File: src/rtl/mem_bus_arbiter.sv
// Shares one cyc/stb/ack memory bus between instruction fetch and the data-memory stage.
// MEM has fixed priority over IF; results are held while the owner is stalled.
module mem_bus_arbiter #(
    parameter int ADDR_W         = 32,
    parameter int DATA_W         = 32,
    parameter int TIMEOUT_CYCLES = 255
) (
    input  logic              clk,
    input  logic              rst,
    input  logic [5:0]        stall_i,
    input  logic              flush_i,
    input  logic              if_req_i,
    input  logic [ADDR_W-1:0] if_addr_i,
    output logic [DATA_W-1:0] if_rdata_o,
    output logic              if_stallreq_o,
    input  logic              mem_req_i,
    input  logic              mem_we_i,
    input  logic [ADDR_W-1:0] mem_addr_i,
    input  logic [3:0]        mem_sel_i,
    input  logic [DATA_W-1:0] mem_wdata_i,
    output logic [DATA_W-1:0] mem_rdata_o,
    output logic              mem_stallreq_o,
    output logic              bus_cyc_o,
    output logic              bus_stb_o,
    output logic              bus_we_o,
    output logic [ADDR_W-1:0] bus_addr_o,
    output logic [3:0]        bus_sel_o,
    output logic [DATA_W-1:0] bus_wdata_o,
    input  logic [DATA_W-1:0] bus_rdata_i,
    input  logic              bus_ack_i,
    output logic              bus_err_o
);

    typedef enum logic [1:0] {S_IDLE, S_BUSY, S_WAIT_STALL, S_DRAIN} state_t;
    typedef enum logic {OWN_IF, OWN_MEM} owner_t;

    localparam int CNT_W = $clog2(TIMEOUT_CYCLES + 1);

    state_t            state;
    owner_t            owner;
    logic [CNT_W-1:0]  tmo_cnt;
    logic [DATA_W-1:0] hold_q;

    logic              owner_stall;
    logic              on_bus;
    logic              timeout;
    logic              bus_end;
    logic              owner_done;
    logic [DATA_W-1:0] owner_data;
    logic              if_done;
    logic              mem_done;
    logic              unused_stall;

    assign unused_stall = ^{stall_i[5], stall_i[3:2], stall_i[0]};

    assign owner_stall = (owner == OWN_MEM) ? stall_i[4] : stall_i[1];
    assign on_bus      = (state == S_BUSY) || (state == S_DRAIN);
    assign timeout     = on_bus && !bus_ack_i && (tmo_cnt == CNT_W'(TIMEOUT_CYCLES - 1));
    assign bus_end     = on_bus && (bus_ack_i || timeout);
    assign bus_err_o   = timeout;

    // owner_done: the owner is released this cycle, either with data or by timeout abort.
    always_comb begin
        // NOTE: every combinational output gets a default first so no path infers a latch.
        owner_done = 1'b0;
        owner_data = '0;
        case (state)
            S_BUSY: begin
                if (bus_ack_i && !flush_i) begin
                    owner_done = 1'b1;
                    owner_data = bus_rdata_i;
                end else if (timeout) begin
                    owner_done = 1'b1;
                end
            end
            S_WAIT_STALL: begin
                if (!flush_i) begin
                    owner_done = 1'b1;
                    owner_data = hold_q;
                end
            end
            default: ;
        endcase
    end

    assign if_done        = owner_done && (owner == OWN_IF);
    assign mem_done       = owner_done && (owner == OWN_MEM);
    assign if_rdata_o     = if_done ? owner_data : '0;
    assign mem_rdata_o    = mem_done ? owner_data : '0;
    assign if_stallreq_o  = if_req_i && !if_done;
    assign mem_stallreq_o = mem_req_i && !mem_done;

    // NOTE: all state and registered outputs use non-blocking assignments so every
    // read in this block sees the pre-edge value regardless of statement order.
    always_ff @(posedge clk) begin
        if (rst) begin
            state       <= S_IDLE;
            owner       <= OWN_IF;
            tmo_cnt     <= '0;
            hold_q      <= '0;
            bus_cyc_o   <= 1'b0;
            bus_stb_o   <= 1'b0;
            bus_we_o    <= 1'b0;
            bus_addr_o  <= '0;
            bus_sel_o   <= 4'h0;
            bus_wdata_o <= '0;
        end else begin
            case (state)
                S_IDLE: begin
                    tmo_cnt <= '0;
                    if (!flush_i && mem_req_i) begin
                        owner       <= OWN_MEM;
                        state       <= S_BUSY;
                        bus_cyc_o   <= 1'b1;
                        bus_stb_o   <= 1'b1;
                        bus_we_o    <= mem_we_i;
                        bus_addr_o  <= mem_addr_i;
                        bus_sel_o   <= mem_sel_i;
                        bus_wdata_o <= mem_wdata_i;
                    end else if (!flush_i && if_req_i) begin
                        owner       <= OWN_IF;
                        state       <= S_BUSY;
                        bus_cyc_o   <= 1'b1;
                        bus_stb_o   <= 1'b1;
                        bus_we_o    <= 1'b0;
                        bus_addr_o  <= if_addr_i;
                        bus_sel_o   <= 4'hF;
                        bus_wdata_o <= '0;
                    end
                end
                S_BUSY: begin
                    if (bus_ack_i) begin
                        hold_q <= bus_rdata_i;
                        state  <= (!flush_i && owner_stall) ? S_WAIT_STALL : S_IDLE;
                    end else if (timeout) begin
                        state <= S_IDLE;
                    end else begin
                        tmo_cnt <= tmo_cnt + 1'b1;
                        if (flush_i) state <= S_DRAIN;
                    end
                end
                // A flushed cycle keeps the bus signals stable until the slave finishes.
                S_DRAIN: begin
                    if (bus_ack_i || timeout) state <= S_IDLE;
                    else tmo_cnt <= tmo_cnt + 1'b1;
                end
                S_WAIT_STALL: begin
                    if (flush_i || !owner_stall) begin
                        state  <= S_IDLE;
                        hold_q <= '0;
                    end
                end
                default: state <= S_IDLE;
            endcase

            if (bus_end) begin
                bus_cyc_o   <= 1'b0;
                bus_stb_o   <= 1'b0;
                bus_we_o    <= 1'b0;
                bus_addr_o  <= '0;
                bus_sel_o   <= 4'h0;
                bus_wdata_o <= '0;
                tmo_cnt     <= '0;
            end
        end
    end

endmodule

File: config.mk
export PLATFORM = sky130hd
export DESIGN_NAME = mem_bus_arbiter
export DESIGN_NICKNAME = d
export VERILOG_FILES = /design/src/rtl/mem_bus_arbiter.sv
export SDC_FILE = /design/constraint.sdc
export NUM_CORES = 1
export LEC_CHECK = 0
export CORE_MARGIN = 1.5
export CORE_UTILIZATION = 45
export CTS_CLUSTER_SIZE = 30
export DETAILED_ROUTE_END_ITERATION = 16
export DONT_BUFFER_PORTS = 1
export PLACE_DENSITY = 0.58
export SETUP_SLACK_MARGIN = 0.5
export SYNTH_ARGS = -nofsm -noshare
export SYNTH_HDL_FRONTEND = slang
export SYNTH_SLANG_ARGS = --single-unit
File: constraint.sdc
create_clock -name clk -period 2.4 [get_ports clk]
set_input_delay 0.48 -clock clk [delete_from_list [all_inputs] [get_ports clk]]
set_output_delay 0.48 -clock clk [all_outputs]
set_load 0.02 [all_outputs]
# Yosys cells after proc, flatten, opt, wreduce, memory -nomap -nowiden
# Index checks and enable logic that the tools add are counted.
[word_totals] register_bits=113 output_inout_bits=138 elab_cells=88
[op_classes] addsub=1 n_eq_ne=12 mux=37 n_bitwise=1 reduce_logical=28
[op_table] op="32-bit two-way mux" n=10
[op_table] op="32-bit case mux with 2 select lines" n=2
[op_table] op="8-bit two-way mux" n=3
[op_table] op="8-bit case mux with 3 select lines" n=1
[op_table] op="2-bit two-way mux" n=8
[op_table] op="1-bit logical AND" n=11
[op_table] op="2-bit != test, second input constant" n=5
[op_table] op="1-bit two-way mux" n=9
[op_table] op="8-bit by 1-bit adder with 8-bit output, second input constant" n=1
[op_table] op="8-bit == test, second input constant" n=1
[op_table] op="4-bit two-way mux" n=2
[op_table] op="2-bit case mux with 4 select lines" n=1
[op_table] op="4-bit AND reduction" n=2
[op_table] op="1-bit zero test" n=5
[op_table] op="2-bit == test, second input constant" n=2
[op_table] op="4-bit != test, second input constant" n=1
[op_table] op="2-bit nonzero test" n=2
[op_table] op="1-bit logical OR" n=3
[op_table] op="3-bit != test, second input constant" n=1
[op_table] op="3-bit AND reduction" n=1
[op_table] op="3-bit nonzero test" n=1
[op_table] op="2-bit by 1-bit == test with 1-bit output, second input constant" n=1
[op_table] op="2-bit zero test" n=1
[op_table] op="2-bit by 1-bit != test with 1-bit output, second input constant" n=1
[op_table] op="other kinds (4)" n=4

# Depth between registers and ports, before layout
# Gate-level depths: netlist of the first run.
[logic_depth] word_depth=10 ltp_mapped=8 depth_no_buf=6

# Least setup slack after synthesis of the first run
# OpenSTA, ideal clock, no wires.
[synth_timing] kind="register to output" startpoint="register state[0]" endpoint="output if_rdata_o[12]" t_arrival_ps=1726 required_ps=1920 path_slack_ps=194 path_stages_with_launch=9 cell_sequence="dfxtp_1 inv_1 ha_1 buf_2 nor2b_1 clkbuf_1 clkbuf_1 a22oi_1 nor2_1"
[synth_between] elab_chain_len=9
[synth_lines] item="start: declaration" line_no="39" source="state_t state;"
[synth_lines] item="start signal: assignment" line_no="134" source="state <= (!flush_i && owner_stall) ? S_WAIT_STALL : S_IDLE;"
[synth_lines] item="2-bit by 1-bit == test with 1-bit output or 2-bit == test (tied branches)" line_no="57, 67"
[synth_lines] item="1-bit logical OR" line_no="57" source="assign on_bus = (state == S_BUSY) || (state == S_DRAIN);"
[synth_lines] item="1-bit logical AND (2 in series)" line_no="58" source="assign timeout = on_bus && !bus_ack_i && (tmo_cnt == CNT_W'(TIMEOUT_CYCLES - 1));"
[synth_lines] item="1-bit two-way mux" line_no="72" source="end else if (timeout) begin"
[synth_lines] item="1-bit two-way mux" line_no="69" source="if (bus_ack_i && !flush_i) begin"
[synth_lines] item="1-bit case mux with 2 select lines" line_no="67" source="case (state)"
[synth_lines] item="1-bit logical AND" line_no="86" source="assign if_done = owner_done && (owner == OWN_IF);"
[synth_lines] item="32-bit two-way mux (*)" line_no="88" source="assign if_rdata_o = if_done ? owner_data : '0;"
[synth_lines] item="end: declaration" line_no="14" source="output logic [DATA_W-1:0] if_rdata_o,"
# Mark *: on every way between the ends. The rest lies on a longest branch, timed or not.

# Worst setup path in the final report of the first run
[layout_timing] startpoint="register state[1]" endpoint="output mem_rdata_o[14]"
[layout_between] elab_chain_len=9
[layout_lines] item="2-bit by 1-bit == test with 1-bit output or 2-bit == test (tied branches)" line_no="57, 67"
[layout_lines] item="1-bit logical OR" line_no="57"
[layout_lines] item="1-bit logical AND (2 in series)" line_no="58"
[layout_lines] item="1-bit two-way mux" line_no="72"
[layout_lines] item="1-bit two-way mux" line_no="69"
[layout_lines] item="1-bit case mux with 2 select lines" line_no="67"
[layout_lines] item="1-bit logical AND" line_no="87" source="assign mem_done = owner_done && (owner == OWN_MEM);"
[layout_lines] item="32-bit two-way mux (*)" line_no="89" source="assign mem_rdata_o = mem_done ? owner_data : '0;"
[layout_lines] item="end: declaration" line_no="21" source="output logic [DATA_W-1:0] mem_rdata_o,"
# Marks and branches as above.

==> results of run 1 <==
-- what timing repair did --
item,4_1_cts,5_1_grt
pin swaps,28,14
hold buffers,0,0
endpoints found under the setup margin,100,105
setup buffers,26,5
gates cloned,4,1
resized for setup,64,13
-- kinds of logic (layout without fill, tap and decap cells) --
logic type,count (synthesis),in the layout,share of synthesized area
buf+inv,65,95,0.0691
compound gates,162,162,0.216
flops,113,113,0.418
mux,35,35,0.0650
simple gates,250,250,0.216
fa+ha+maj,7,7,0.0162
-- power by group --
group	internal (mW)	total [mW]	switching (mW)
Combinational	0.705	1.71	1.00
Sequential	2.18	2.63	0.450
Clock	1.46	2.38	0.917
Total	4.35	6.72	2.37
-- through the flow --
step                      hold WS [ns]  total power, mW  worst slack (ns)  instances  utilization
after floorplan                  0.432             3.86             0.345        632            -
after global placement           0.433             4.08             0.261        737        0.521
after detailed placement         0.438             4.12             0.221        737        0.521
after CTS                        0.132             6.71           -0.0929        799        0.626
after global routing             0.133             7.08            -0.178        805        0.637
final                            0.152             6.72           -0.0884        805        0.637
-- worst max-delay path by stage --
| stage | endpoint | slack (ns) | depth (start not counted) |
|---|---|---|---|
| after floorplan | if_rdata_o[11] | 0.35 | 8 |
| after global placement | mem_rdata_o[31] | 0.26 | 8 |
| after detailed placement | mem_rdata_o[31] | 0.22 | 8 |
| after CTS | mem_rdata_o[6] | -0.09 | 9 |
| after global routing | mem_rdata_o[14] | -0.18 | 9 |
| final | mem_rdata_o[14] | -0.09 | 9 |
-- per-layer routing --
layer | part of all wire | vias to the layer above | routed length, um
met5 | 0 | - | 0
met4 | 0.019 | 0 | 280
met3 | 0.079 | 22 | 1190
met2 | 0.51 | 200 | 7690
met1 | 0.39 | 2190 | 5950
li1 | - | 2290 | -
-- sequential cells by signal (all words and copies together) (netlist names) --
register,flops
bus_we_o,1
owner,1
hold_q,32
bus_stb_o,1
bus_sel_o,4
bus_addr_o,32
tmo_cnt,8
state,2
bus_wdata_o,32
-- layout make-up --
cell class / count / area (um^2)
Tap cell: 143 / 179
Multi-Input combinational cell: 454 / 3550
Clock inverter: 14 / 131
Clock buffer: 18 / 439
Inverter: 8 / 32.5
Fill cell: 940 / 4200
Timing Repair Buffer: 55 / 753
Sequential cell: 113 / 2270
-- cell usage in the layout (no fill, tap or decap), types with 12 or more instances in the layout --
cell type	count
buf_12	14
mux2i_1	34
buf_4	21
buf_6	12
nor2_1	80
a22oi_2	31
a22oi_1	34
nor2_4	67
clkbuf_16	18
a21oi_1	40
nand2_1	38
nand3b_1	32
dfxtp_1	108
a211oi_1	25
-- critical path, delay by kind of cell, from the launching register on --
kind | cells | cell delay, ns
flip-flops | 1 | 0.32
buffers and inverters | 5 | 0.60
AND/OR/NAND/NOR | 2 | 0.40
adder cells (fa/ha/maj) | 1 | 0.16
AO/OA/AOI/OAI | 1 | 0.11
==> impl_metrics.json, run 1 <==
{
  "numPortBuffers": 0,
  "yosys-top-cells-count": "144 x nor2_1, 113 x dfxtp_1, 65 x a22oi_1",
  "gp_congestion": 0.824,
  "min_from": "rst",
  "rsz0062_at_grt": "true",
  "path_cells": "inv_2 > ha_4 > inv_4 > nor4_4 > buf_4 > o211ai_4 > buf_12 > buf_12 > nor2_4",
  "critPathCaptureType": "output pin",
  "grt_max_degree": 73,
  "area_growth_pct": 36.1,
  "r2r_setup_slack_ns": 0.60,
  "floorplan.initialDensity": 0.468,
  "die_area_um2": 12700,
  "setup_viol": 58,
  "synth_edf_count": 0,
  "grt_usage": 0.231,
  "top_usage_layer": "met2",
  "critical_path_peak_fanout": 7,
  "startpoint": "state[1]",
  "min_path_type": "in -> reg",
  "cp_slowest_cell": "dfxtp_2",
  "cts_tree": "done",
  "yosysTopAreaCell": "dfxtp_1",
  "cp_common_cell": "buf_12",
  "ys_seq_area_frac": 0.418,
  "ys_seq_elements": 113,
  "finalHoldViolations": 0,
  "drcViolationCount": 0,
  "synthDistinctLibCells": 46,
  "grt_pass1_vias": 4630,
  "avgSynthCellArea_um2": 8.56,
  "start_kind": "register",
  "syn-num-nets": 784,
  "synth_top_area_frac": 0.418,
  "worstSetupPathType": "reg -> out",
  "grt.met3_usage": 0.0713,
  "clk_path_buf_depth": 2,
  "power_density_nw_per_um2": 913,
  "die_y_um": 113,
  "finalCriticalPeriod_ns": 2.49,
  "io_pins": 283,
  "place_area_um2": 6030,
  "synth.most_common_cell": "nor2_1",
  "max_stage_delay_ns": 0.32,
  "clk_latency_ns": 0.40,
  "root_buffer": "clkbuf_16",
  "leakage_nw": 2.32,
  "design_area_um2": 7360,
  "required_ns": 1.92,
  "ir_drop_mv": 0.679,
  "grtUsageMet2": 0.410,
  "cts_made_buffers": 17,
  "die_width_um": 113,
  "r2r_start": "state[1]",
  "finalSetupTns_ns": -2.69,
  "violations": "setup timing",
  "fin_ws_ns": -0.0884,
  "vias_per_cell": 5.84,
  "grt_pass1_wl_mm": 23.6,
  "status": "finished, violations left",
  "fmax_mhz": 402,
  "drt.antenna.violating_nets": 0,
  "wl_per_cell_um": 18.8,
  "drive_above_1_share": 0.343,
  "antenna-diode-count": 0,
  "drv_cap": 0,
  "slew_headroom": 0.590,
  "vias": 4702,
  "hold-path-cell-count": 1,
  "min_to": "hold_q[2]",
  "drt_first_pass_iters": 4,
  "fin_crit_sh": 1.04,
  "synth.area.top_cells": "dfxtp_1 42%, nor2_1 10%, a22oi_1 9.0%",
  "tightest_slew_ns": 0.615,
  "drtIter0Drc": 264,
  "htreeDepth": 4,
  "r2r-end": "tmo_cnt[4]",
  "finalMaxSlewViolations": 0,
  "dp_hpwl_mm": 9.39,
  "core.rowCount": 39,
  "grtUsageMet1": 0.259,
  "cts_sinks": 113,
  "core_um2": 11600,
  "async_flop_share": 0,
  "gr-total-overflow": 0,
  "wl_mm": 15.1,
  "crit_arrival_ns": 2.01,
  "synth.cell_area_um2": 5410,
  "rr_worst_depth": 7,
  "clkTransAtPathRegs_ns": 0.05,
  "yosysWarningCount": 0,
  "nets": 801,
  "syn_inst": 632,
  "grt_antenna_before_repair": 0,
  "fin_skew_ns": 0.00724,
  "synthFlopType": "dfxtp_1"
}
Note: power is estimated with default switching activity, not from simulation.
==> inputs of run 2 (changes only) <==
--- a/config.mk
+++ b/config.mk
@@ -5,6 +5,7 @@
 export SDC_FILE = /design/constraint.sdc
 export NUM_CORES = 1
 export LEC_CHECK = 0
+export ABC_AREA = 1
 export CORE_MARGIN = 1.5
 export CORE_UTILIZATION = 45
 export CTS_CLUSTER_SIZE = 30
==> run 2 against run 1 <==
The flow still finishes with violations (setup timing). Wire length rose by 16%. Register-to-register slack worse by 0.03 ns. Largest power group is now the clock network. Combinational power decreased by 47%. First-iteration DRC count increased by 69%. Critical path depth is 2 higher. Critical endpoint is now mem_rdata_o[30]. Clock power increased by 12%. Core utilization shrank 6.6 points. Global-route usage grew 1.2 points. Sequential share of layout area rose by 0.52 points.
==> impl_metrics.json, run 2 <==
{
  "status": "finished, violations left",
  "violations": "setup timing",
  "synth.area.top_cells": "dfxtp_1 39%, nand2_1 15%, a21oi_1 6.6%",
  "r2r_start": "state[0]",
  "root_buffer": "clkbuf_16",
  "avgSynthCellArea_um2": 6.92,
  "crit_arrival_ns": 2.03,
  "holdWs_ns": 0.135,
  "wl_mm": 17.5,
  "syn_inst": 845,
  "synthFlopType": "dfxtp_1",
  "drt.antenna.violating_nets": 0,
  "synthDistinctLibCells": 29,
  "cts_tree": "done",
  "mostFrequentLayoutCell": "nand2_1",
  "clkTransAtPathRegs_ns": 0.05,
  "wl_per_cell_um": 17.3,
  "synth_top_area_frac": 0.387,
  "ys_seq_elements": 113,
  "grtUsageMet2": 0.414,
  "finalCriticalPeriod_ns": 2.51,
  "die_y_um": 117,
  "pwr-share-comb": 0.155,
  "synth-simple-area-share": 0.322,
  "critical_path_peak_fanout": 8,
  "ir_drop_mv": 0.470,
  "critPathCaptureType": "output pin",
  "synth_xor_xnor_area_share": 0.00449,
  "drcViolationCount": 0,
  "grt_pass1_vias": 5224,
  "switching_share": 0.305,
  "synth.cell_area_um2": 5850,
  "drt_first_pass_iters": 7,
  "grt_usage": 0.244,
  "place_inst": 968,
  "grtUsageMet1": 0.277,
  "setup_viol": 66,
  "gp_congestion": 0.801,
  "rsz0062_at_grt": "true",
  "die_width_um": 117,
  "min_from": "rst",
  "core.rowCount": 41,
  "finalHoldViolations": 0,
  "vias_per_cell": 5.55,
  "vias": 5620,
  "finalSetupTns_ns": -3.40,
  "fin_crit_sh": 1.04,
  "largest_registers": "bus_addr_o (32), bus_wdata_o (32), hold_q (32)",
  "clkPwrFrac": 0.458,
  "yosys-top-cells-count": "239 x nand2_1, 113 x dfxtp_1, 80 x nor2_1",
  "nets": 979,
  "io_pins": 283,
  "core_um2": 12700,
  "r2r-end": "hold_q[1]",
  "gr-total-overflow": 0,
  "grt_max_degree": 78,
  "p_sw_mw": 1.77,
  "r2r_setup_slack_ns": 0.57,
  "intPower_mw": 4.03,
  "required_ns": 1.92,
  "tightest_slew_ns": 0.591,
  "synth_mux_area_frac": 0,
  "min_to": "hold_q[8]",
  "fin_cells": 1012,
  "grt.met3_usage": 0.0824,
  "drtIter0Drc": 445,
  "worstSetupPathType": "reg -> out",
  "fillers": 1219,
  "cts_sinks": 113,
  "start_kind": "register",
  "finalMaxSlewViolations": 0,
  "synth.most_common_cell": "nand2_1",
  "syn-num-nets": 997,
  "clk_latency_ns": 0.42,
  "die_area_um2": 13700,
  "antenna-diode-count": 0,
  "async_flop_share": 0,
  "cts_made_buffers": 17,
  "floorplan.initialDensity": 0.461,
  "dp_hpwl_mm": 11.2,
  "drive_above_1_share": 0.196,
  "yosysWarningCount": 0,
  "ys_seq_area_frac": 0.387,
  "hold-path-cell-count": 1,
  "grt_pass1_wl_mm": 25.9,
  "leakage_nw": 2.50,
  "rr_worst_depth": 9,
  "dp_slack_ns": 0.250,
  "seq_power_share": 0.387,
  "fin_skew_ns": 0.00675,
  "yosysTopAreaCell": "dfxtp_1",
  "htreeDepth": 4,
  "synth_top_family_by_area": "simple AND/OR/NAND/NOR gates",
  "min_path_type": "in -> reg",
  "synth-compound-area-share": 0.190,
  "holdBufCountCts": 0,
  "synth_fa_ha_area_frac": 0.0150,
  "synth_edf_count": 0,
  "clk_path_buf_depth": 2,
  "utilization": 0.571,
  "mostFrequentLayoutCells": "236 x nand2_1, 106 x dfxtp_1, 77 x a21oi_1, 70 x nand3_1, 63 x nor2_4",
  "grt_antenna_before_repair": 0,
  "slew_headroom": 0.606,
  "power_density_nw_per_um2": 802,
  "drv_cap": 0,
  "numPortBuffers": 0,
  "area_growth_pct": 23.7,
  "top_usage_layer": "met2",
  "fmax_mhz": 399,
  "fin_ws_ns": -0.106
}
run 2: changes by cell type after synthesis, moves of 33 or more:
cell | previous run | this run
nand2_1 | 38 | 239
nand3_1 | 4 | 70
mux2i_1 | 34 | 0
nor2_2 | 3 | 38
o21ai_0 | 1 | 34
nor2_1 | 144 | 80
a21oi_1 | 42 | 77
run 2: worst max-delay path by stage:
| stage | start | to | slack [ns] |
|---|---|---|---|
| 2_1_floorplan | state[0] | if_rdata_o[3] | 0.46 |
| 3_3_place_gp | state[1] | if_rdata_o[16] | 0.27 |
| 3_5_place_dp | state[0] | hold_q[28] | 0.25 |
| 4_1_cts | tmo_cnt[0] | mem_rdata_o[30] | -0.13 |
| 5_1_grt | tmo_cnt[0] | mem_rdata_o[12] | -0.22 |
| 6_report | tmo_cnt[0] | mem_rdata_o[30] | -0.11 |
run 2: cell type report:
class	count	area (um^2)	share of cell area
Clock buffer	19	453	0.0626
Tap cell	172	215	0.0298
Sequential cell	113	2270	0.314
Timing Repair Buffer	28	434	0.0600
Multi-Input combinational cell	638	3550	0.491
Clock inverter	13	174	0.0240
Inverter	29	131	0.0182
run 2: cells by family (layout without fill, tap and decap cells):
logic type      after synthesis  after routing
compound gates              185            185
xor+xnor                      3              3
fa+ha+maj                     7              7
buf+inv                      96             89
flops                       113            113
simple gates                441            443
run 2: power by group through the flow:
stage / clock network, mW / logic, mW / registers [mW]
CTS: 2.70 / 0.864 / 2.24
finish: 2.66 / 0.902 / 2.25
global route: 2.78 / 1.00 / 2.26
global placement: 0 / 0.784 / 2.28
detailed placement: 0 / 0.810 / 2.29
floorplan: 0 / 0.708 / 2.24
run 2: routing by layer:
| layer | part of all wire | vias up |
|---|---|---|
| met1 | 0.39 | 2625 |
| li1 | - | 2738 |
| met2 | 0.50 | 220 |
| met3 | 0.080 | 37 |
| met4 | 0.029 | 0 |
| met5 | 0 | - |
run 2: timing repair:
item | in CTS | in global routing
setup endpoints to repair | 170 | 114
cloned | 4 | 3
pin swaps | 2 | 3
setup buffers | 3 | 2
gates resized for setup | 29 | 23
run 2: critical path, stage by stage, from the launching register on:
cell,delay [ns]
dfxtp_2,0.32
inv_2,0.07
ha_4,0.13
nand2_2,0.05
nor2_2,0.08
nand2_2,0.07
nand2_2,0.06
nand2_2,0.05
a21boi_4,0.20
nand2_4,0.11
bufbuf_16,0.31
nor2_4,0.15
run 2: stage by stage:
step           instance area, um^2  total power [mW]
2_1_floorplan                 6280              2.95
3_3_place_gp                  6270              3.07
3_5_place_dp                  6270              3.10
4_1_cts                       7090              5.81
5_1_grt                       7230              6.04
6_report                      7230              5.80
